**config.mk**
```make
export PLATFORM = sky130hd
export DESIGN_NAME = coherence_bus_ctrl
export DESIGN_NICKNAME = d
export VERILOG_FILES = /design/src/rtl/coherence_bus_ctrl.sv
export SDC_FILE = /design/constraint.sdc
export NUM_CORES = 1
export LEC_CHECK = 0
export ABC_AREA = 1
export CAP_MARGIN = 5
export CELL_PAD_IN_SITES_DETAIL_PLACEMENT = 0
export CELL_PAD_IN_SITES_GLOBAL_PLACEMENT = 2
export CORE_MARGIN = 2
export CORE_UTILIZATION = 13
export DETAILED_ROUTE_END_ITERATION = 8
export GPL_TIMING_DRIVEN = 0
export PLACE_DENSITY = 0.89
export SYNTH_ARGS = -nofsm -noshare
export SYNTH_HDL_FRONTEND = slang
export SYNTH_SLANG_ARGS = --single-unit
```
**constraint.sdc**
```tcl
create_clock -name CLK -period 4 [get_ports CLK]
set_input_delay 1 -clock CLK [delete_from_list [all_inputs] [get_ports CLK]]
set_output_delay 1 -clock CLK [all_outputs]
set_load 0.005 [all_outputs]
```
**src/rtl/coherence_bus_ctrl.sv**
```systemverilog
// Snooping coherence bus controller: round-robin arbitration of cache requests,
// snoop broadcast, and cache-to-cache / memory data return over one memory port.
module coherence_bus_ctrl #(
    parameter int CPUS   = 2,
    parameter int WORD_W = 32
) (
    input  logic                     CLK,
    input  logic                     RST,
    input  logic [CPUS-1:0]          ccif_dREN,
    input  logic [CPUS-1:0]          ccif_dWEN,
    input  logic [CPUS*WORD_W-1:0]   ccif_daddr,
    input  logic [CPUS*WORD_W-1:0]   ccif_dstore,
    input  logic [CPUS-1:0]          ccif_cctrans,
    input  logic [CPUS-1:0]          ccif_ccwrite,
    output logic [CPUS-1:0]          ccif_dwait,
    output logic [CPUS*WORD_W-1:0]   ccif_dload,
    output logic [CPUS-1:0]          ccif_ccwait,
    output logic [CPUS-1:0]          ccif_ccinv,
    output logic [CPUS*WORD_W-1:0]   ccif_ccsnoopaddr,
    input  logic                     dwait,
    input  logic [WORD_W-1:0]        dload,
    output logic                     dREN,
    output logic                     dWEN,
    output logic [WORD_W-1:0]        daddr,
    output logic [WORD_W-1:0]        dstore
);

    localparam int IDX_W = (CPUS > 1) ? $clog2(CPUS) : 1;

    typedef enum logic [2:0] {
        IDLE,
        SNOOP,
        MEMRD,
        C2C,
        MEMWR
    } state_t;

    state_t             state_q, state_d;
    logic [IDX_W-1:0]   r_q, r_d;
    logic [IDX_W-1:0]   p_q, p_d;
    logic [IDX_W-1:0]   ptr_q, ptr_d;

    logic [CPUS-1:0]    req;
    logic [CPUS-1:0]    r_oh;
    logic               win_found;
    logic [IDX_W-1:0]   win;
    logic               sup_found;
    logic [IDX_W-1:0]   sup;
    logic               all_ack;
    logic [IDX_W-1:0]   ptr_next;
    logic [WORD_W-1:0]  r_addr;
    logic [WORD_W-1:0]  r_store;
    logic [WORD_W-1:0]  p_store;

    always_ff @(posedge CLK) begin
        if (RST) begin
            state_q <= IDLE;
            ptr_q   <= '0;
            r_q     <= '0;
            p_q     <= '0;
        end else begin
            state_q <= state_d;
            ptr_q   <= ptr_d;
            r_q     <= r_d;
            p_q     <= p_d;
        end
    end

    // Request decode, rotating winner search and lowest-index Modified supplier.
    always_comb begin
        req       = ccif_dREN | ccif_dWEN | (ccif_cctrans & ccif_ccwrite);
        r_oh      = CPUS'(1) << r_q;
        all_ack   = &(ccif_cctrans | r_oh);
        ptr_next  = IDX_W'((int'(r_q) + 1) % CPUS);
        r_addr    = ccif_daddr[int'(r_q)*WORD_W +: WORD_W];
        r_store   = ccif_dstore[int'(r_q)*WORD_W +: WORD_W];
        p_store   = ccif_dstore[int'(p_q)*WORD_W +: WORD_W];
        win_found = 1'b0;
        win       = '0;
        for (int k = 0; k < CPUS; k++) begin
            if (!win_found && req[(int'(ptr_q) + k) % CPUS]) begin
                win_found = 1'b1;
                win       = IDX_W'((int'(ptr_q) + k) % CPUS);
            end
        end
        sup_found = 1'b0;
        sup       = '0;
        for (int s = 0; s < CPUS; s++) begin
            if (!sup_found && (s != int'(r_q)) && ccif_ccwrite[s]) begin
                sup_found = 1'b1;
                sup       = IDX_W'(s);
            end
        end
    end

    always_comb begin
        state_d          = state_q;
        r_d              = r_q;
        p_d              = p_q;
        ptr_d            = ptr_q;
        ccif_dwait       = '1;
        ccif_dload       = '0;
        ccif_ccwait      = '0;
        ccif_ccinv       = '0;
        ccif_ccsnoopaddr = '0;
        dREN             = 1'b0;
        dWEN             = 1'b0;
        daddr            = '0;
        dstore           = '0;

        // Outputs are held at their reset values while RST is high so an
        // abandoned transaction cannot touch memory in the reset cycle.
        if (!RST) begin
            case (state_q)
                IDLE: begin
                    if (win_found) begin
                        r_d = win;
                        if (ccif_dREN[win] || (ccif_cctrans[win] && ccif_ccwrite[win])) begin
                            state_d = SNOOP;
                        end else begin
                            state_d = MEMWR;
                        end
                    end
                end

                SNOOP: begin
                    for (int s = 0; s < CPUS; s++) begin
                        if (s != int'(r_q)) begin
                            ccif_ccwait[s]                         = 1'b1;
                            ccif_ccinv[s]                          = ccif_ccwrite[r_q];
                            ccif_ccsnoopaddr[s*WORD_W +: WORD_W]   = r_addr;
                        end
                    end
                    if (all_ack) begin
                        if (!ccif_dREN[r_q]) begin
                            ccif_dwait[r_q] = 1'b0;
                            ptr_d           = ptr_next;
                            state_d         = IDLE;
                        end else if (sup_found) begin
                            p_d     = sup;
                            state_d = C2C;
                        end else begin
                            state_d = MEMRD;
                        end
                    end
                end

                MEMRD: begin
                    dREN                                   = 1'b1;
                    daddr                                  = r_addr;
                    ccif_dload[int'(r_q)*WORD_W +: WORD_W] = dload;
                    ccif_dwait[r_q]                        = dwait;
                    if (!dwait) begin
                        ptr_d   = ptr_next;
                        state_d = IDLE;
                    end
                end

                // Supplier data goes to the requester and to memory in one transfer.
                C2C: begin
                    ccif_ccwait[p_q]                       = 1'b1;
                    dWEN                                   = 1'b1;
                    daddr                                  = r_addr;
                    dstore                                 = p_store;
                    ccif_dload[int'(r_q)*WORD_W +: WORD_W] = p_store;
                    ccif_dwait[r_q]                        = dwait;
                    ccif_dwait[p_q]                        = dwait;
                    if (!dwait) begin
                        ptr_d   = ptr_next;
                        state_d = IDLE;
                    end
                end

                MEMWR: begin
                    dWEN            = 1'b1;
                    daddr           = r_addr;
                    dstore          = r_store;
                    ccif_dwait[r_q] = dwait;
                    if (!dwait) begin
                        ptr_d   = ptr_next;
                        state_d = IDLE;
                    end
                end

                default: begin
                    state_d = IDLE;
                end
            endcase
        end
    end

endmodule
```
# After elaboration in Yosys (flattened, before gate mapping)
# Cells that the tools add are included.
# Widths: inputs -> output; s select.
# word_totals
reg_bits,6
latch_bits,0
ramBits,0
rom_bits,0
elab_cells,123
memories,0
# op_classes
addsub,3
multipliers,0
n_div,0
magnitude_cmp,7
eq_ne,8
n_shift,7
mux,64
bitwise_logic,10
reduce_logical,20
# ops
operator,count
$mux 64,3
$shiftx 64x7->32,3
$mux 32,5
$and 64x64->64,2
$pmux 64 s2,1
$shiftx 32x33->64,2
$pmux 32 s2,1
$shift 32x33->64 const A,1
$mux 1,36
$neg 6->33,1
$mux 2,7
$mux 3,4
$pmux 3 s3,1
$lt 1x2->1 const B,4
$ne 2x2->1 const B,4
$or 2x2->2,4
$logic_and 1x1->1,7
$eq 3x2->1 const B,2
$pmux 2 s3,1
$reduce_and 5->1,1
$pmux 2 s2,1
$reduce_and 2->1,2
$reduce_and 4->1,1
$reduce_or 2->1,2
other kinds (19),23

# Logic depth before layout (Yosys ltp)
# logic_depth
ltp_word,15
ltp_mapped,10
mapped_depth_nobuf,10

# Worst setup path before layout
# No wires, ideal clock.
# synth_timing
kind,input port to output port
start,input port RST
end,output port daddr[25]
arrival_ns,1.882
path_slack_ns,1.118
cell_stages,7
n_path_buf,2
path_cell_list,clkbuf_1 nor2_1 inv_2 clkbuf_1 o22ai_1 nand2_1 inv_1
# synth_between
elab_chain_cells,1
# synth_lines
item,line,source
from (decl),8,"input logic RST,"
$mux 32,113,if (!RST) begin
to (decl),24,"output logic [WORD_W-1:0] daddr,"
# No other way between the ends.

# Final worst setup path
# layout_timing
start,input port RST
end,output port ccif_ccsnoopaddr[23]
# layout_between
elab_chain_cells,1
# layout_lines
item,line,source
$mux 64,113,
to (decl),19,"output logic [CPUS*WORD_W-1:0] ccif_ccsnoopaddr,"
# No other way between the ends.

==> impl_metrics.yaml <==
sta:
  hold_violations: 0
  timing.hold.ws_ps: 499.7
  fin_worst_skew_ps: 2.496
  fin_crit_ps: 3814
  maxSlewHeadroom_pct: 59.61
  rsz0062_at_grt: "no"
  report.final.slew_viol_count: 0
  period_share_pct: 95.36
  max_freq_ghz: 0.2622
  worstMarginPinSlew_ps: 605.9
  setup_violations: 0
detailed_routing:
  routed-wl-met3_um: 1757
  wl_per_cell_um: 16.44
  drt_wl_total_um: 23930
  wl_met1_um: 10280
  antenna_left: 0
  top_layer: "met4"
  route.detailed.drc: 0
  route.met2.wl_um: 11480
  dr.pass1.iters: 4
  viasPerCell: 4.082
  vias: 5944
  drt_iter0_drc: 243
final_layout:
  syn_to_final_growth_pct: 113.9
  final_cell_mix: "clkdlybuf4s50_1 (369), inv_1 (203), nor2_1 (76), a21oi_1 (76), nand2_1 (61)"
  final_util_pct: 28.04
  num-nets-final: 1245
  drive_above_1_share_pct: 13.34
  seq_area_sq_um: 120.1
  final_common_cell: "clkdlybuf4s50_1"
  multi_input_area_sq_mm: 0.002547
  antennaDiodeCount: 0
  fillers: 3213
  stdcell_area_sq_mm: 0.008005
floorplan:
  initial_core_util_pct: 13.11
  rows: 62
  fp.dieW_um: 173.7
  ios: 371
  dieArea_sq_mm: 0.03016
  fp.dieH_um: 173.7
  core_area_sq_mm: 0.02855
synth:
  synth_nets: 871
  synth-main-ff-cell: "dfxtp_1"
  netlist_area_sq_mm: 0.003742
  synth_edf_count: 0
  yosys_warnings: 0
  yosys_register_bits: 6
  synth_cells: 700
  yosysSeqAreaShare_pct: 3.210
  synth_cell_type_count: 26
  synthArstFlopShare_pct: 0
  syn_avg_cell_area_sq_um: 5.346
placement:
  placed_area_sq_mm: 0.007916
  detailed_place_hpwl_um: 19890
  gp_congestion: 0.8433
  io_buffers: 369
setup_path:
  cp-start-kind: "input port"
  critical-path-slowest-cell: "clkdlybuf4s50_1"
  cpMostUsedCell: "buf_2"
  max_stage_delay_ps: 570
  endpoint: "ccif_ccsnoopaddr[23]"
  worstPathMaxFanout: 10
  rr_worst_depth: 7
  critPathKind: "in -> out"
  worstPathRequired_ps: 3000
  cp_data_arrival_time_ps: 2810
  r2r-end: "r_q"
  cp-end-kind: "output pin"
  critical_path.startpoint: "RST"
  r2r_setup_slack_ps: 2280
  cp_cell_sequence: "clkbuf_2 > nor2_1 > inv_1 > buf_2 > buf_2 > nor3_2 > clkdlybuf4s50_1"
  rr_startpoint: "r_q"
clocking:
  postCtsHoldBufs: 0
  cts_max_level: 1
  cts_root_buf: "clkbuf_16"
  clock_latency_ps: 230
  post_cts_buffers: 0
  clock_sink_count: 6
  clkSlewWorstSetupHoldPaths_ps: 30
  cts_tree: "built"
  cts_buffers: 3
  cts.path.max_buffers: 2
pwr:
  cellPowerDensity_mw_per_mm2: 258.6
  leakagePower_nw: 3.353
  total_power_w: 0.002070
  peakVddDrop_v: 0.0001807
worst_hold_path:
  worstHoldPathType: "reg -> reg"
global_route:
  grt_max_degree: 11
  grt_use_total_pct: 14.96
  antenna_found_initial: 0
  overflow: 0
  grt_pass1_wl_um: 35560
  grt_pass1_vias: 6051
run_status:
  outcome: "finished, final reports clean"
run:
  max-cap-violations: 0
## flip-flops by register name (all words and copies together), names as in the netlist
| register | cells |
|---|---|
| state_q | 3 |
| p_q | 1 |
| ptr_q | 1 |
| r_q | 1 |
## synth_stat cells, types with 4 or more instances
cell type	number	share of area, %
a21oi_1	76	10
o21ai_0	37	4.9
dfxtp_1	6	3.2
nand2_2	4	0.67
o22ai_2	29	9.7
inv_2	7	0.70
o22ai_1	35	5.9
a21oi_2	29	6.8
nor2_1	77	7.7
buf_6	6	1.8
clkbuf_1	22	2.2
inv_1	203	20
buf_2	16	2.1
nand2_1	61	6.1
buf_4	7	1.4
nor3_2	30	8.0
nor3_1	38	5.1
## how the worst min path moves through the flow
stage / startpoint / end / slack, ps / cells after the start
floorplan: p_q / p_q / 470 / 2
global placement: p_q / p_q / 490 / 2
detailed placement: p_q / p_q / 490 / 2
CTS: p_q / p_q / 500 / 2
global route: p_q / p_q / 560 / 2
finish: p_q / p_q / 500 / 2
## report_power, final
part | internal, W | switching (W) | leakage (nW)
Sequential | 0.0000787 | 0.0000231 | 0.0492
Combinational | 0.000796 | 0.00101 | 3.27
Clock | 0.000129 | 0.0000364 | 0.0370
## critical path: cells and delay by family
kind | cells | cell delay [ps]
buffers and inverters | 5 | 1320
and+or+nand+nor | 2 | 490
## kinds of logic (layout without fill, tap and decap cells)
family / count (synthesis) / in the layout / synth area share [%]
AO/OA/AOI/OAI: 211 / 211 / 38.31
buffers and inverters: 264 / 636 / 28.92
flip-flops: 6 / 6 / 3.210
AND/OR/NAND/NOR: 219 / 219 / 29.56
## timing repair
| item | in CTS | in global routing |
|---|---|---|
| endpoints found under the hold margin | 0 | 0 |
| setup endpoints to repair | 53 | 0 |
| gates resized for setup | 7 | 0 |
## routing by layer
metal / vias up / track usage [%]
li1: 2954 / -
met1: 2695 / 18.22
met2: 273 / 27.00
met3: 22 / 3.355
met4: 0 / 2.836
met5: - / 0
## final cells by class
| cell class | count | area share (%) |
|---|---|---|
| Tap cell | 384 | 6.002 |
| Sequential cell | 6 | 1.500 |
| Clock buffer | 3 | 0.9378 |
| Inverter | 210 | 9.847 |
| Buffer | 54 | 3.751 |
| Multi-Input combinational cell | 430 | 31.82 |
| Timing Repair Buffer | 369 | 46.14 |
## stage by stage
| stage | std cells | setup slack, ps | setup TNS [ps] |
|---|---|---|---|
| 5_1_grt | 1456 | 76.85 | 0 |
| 2_1_floorplan | 700 | 1118 | 0 |
| 6_report | 1456 | 185.7 | 0 |
| 4_1_cts | 1456 | 137.1 | 0 |
| 3_5_place_dp | 1453 | -191.1 | -3557 |
| 3_3_place_gp | 1453 | -240.5 | -6452 |
(Power assumes the default switching activity.)
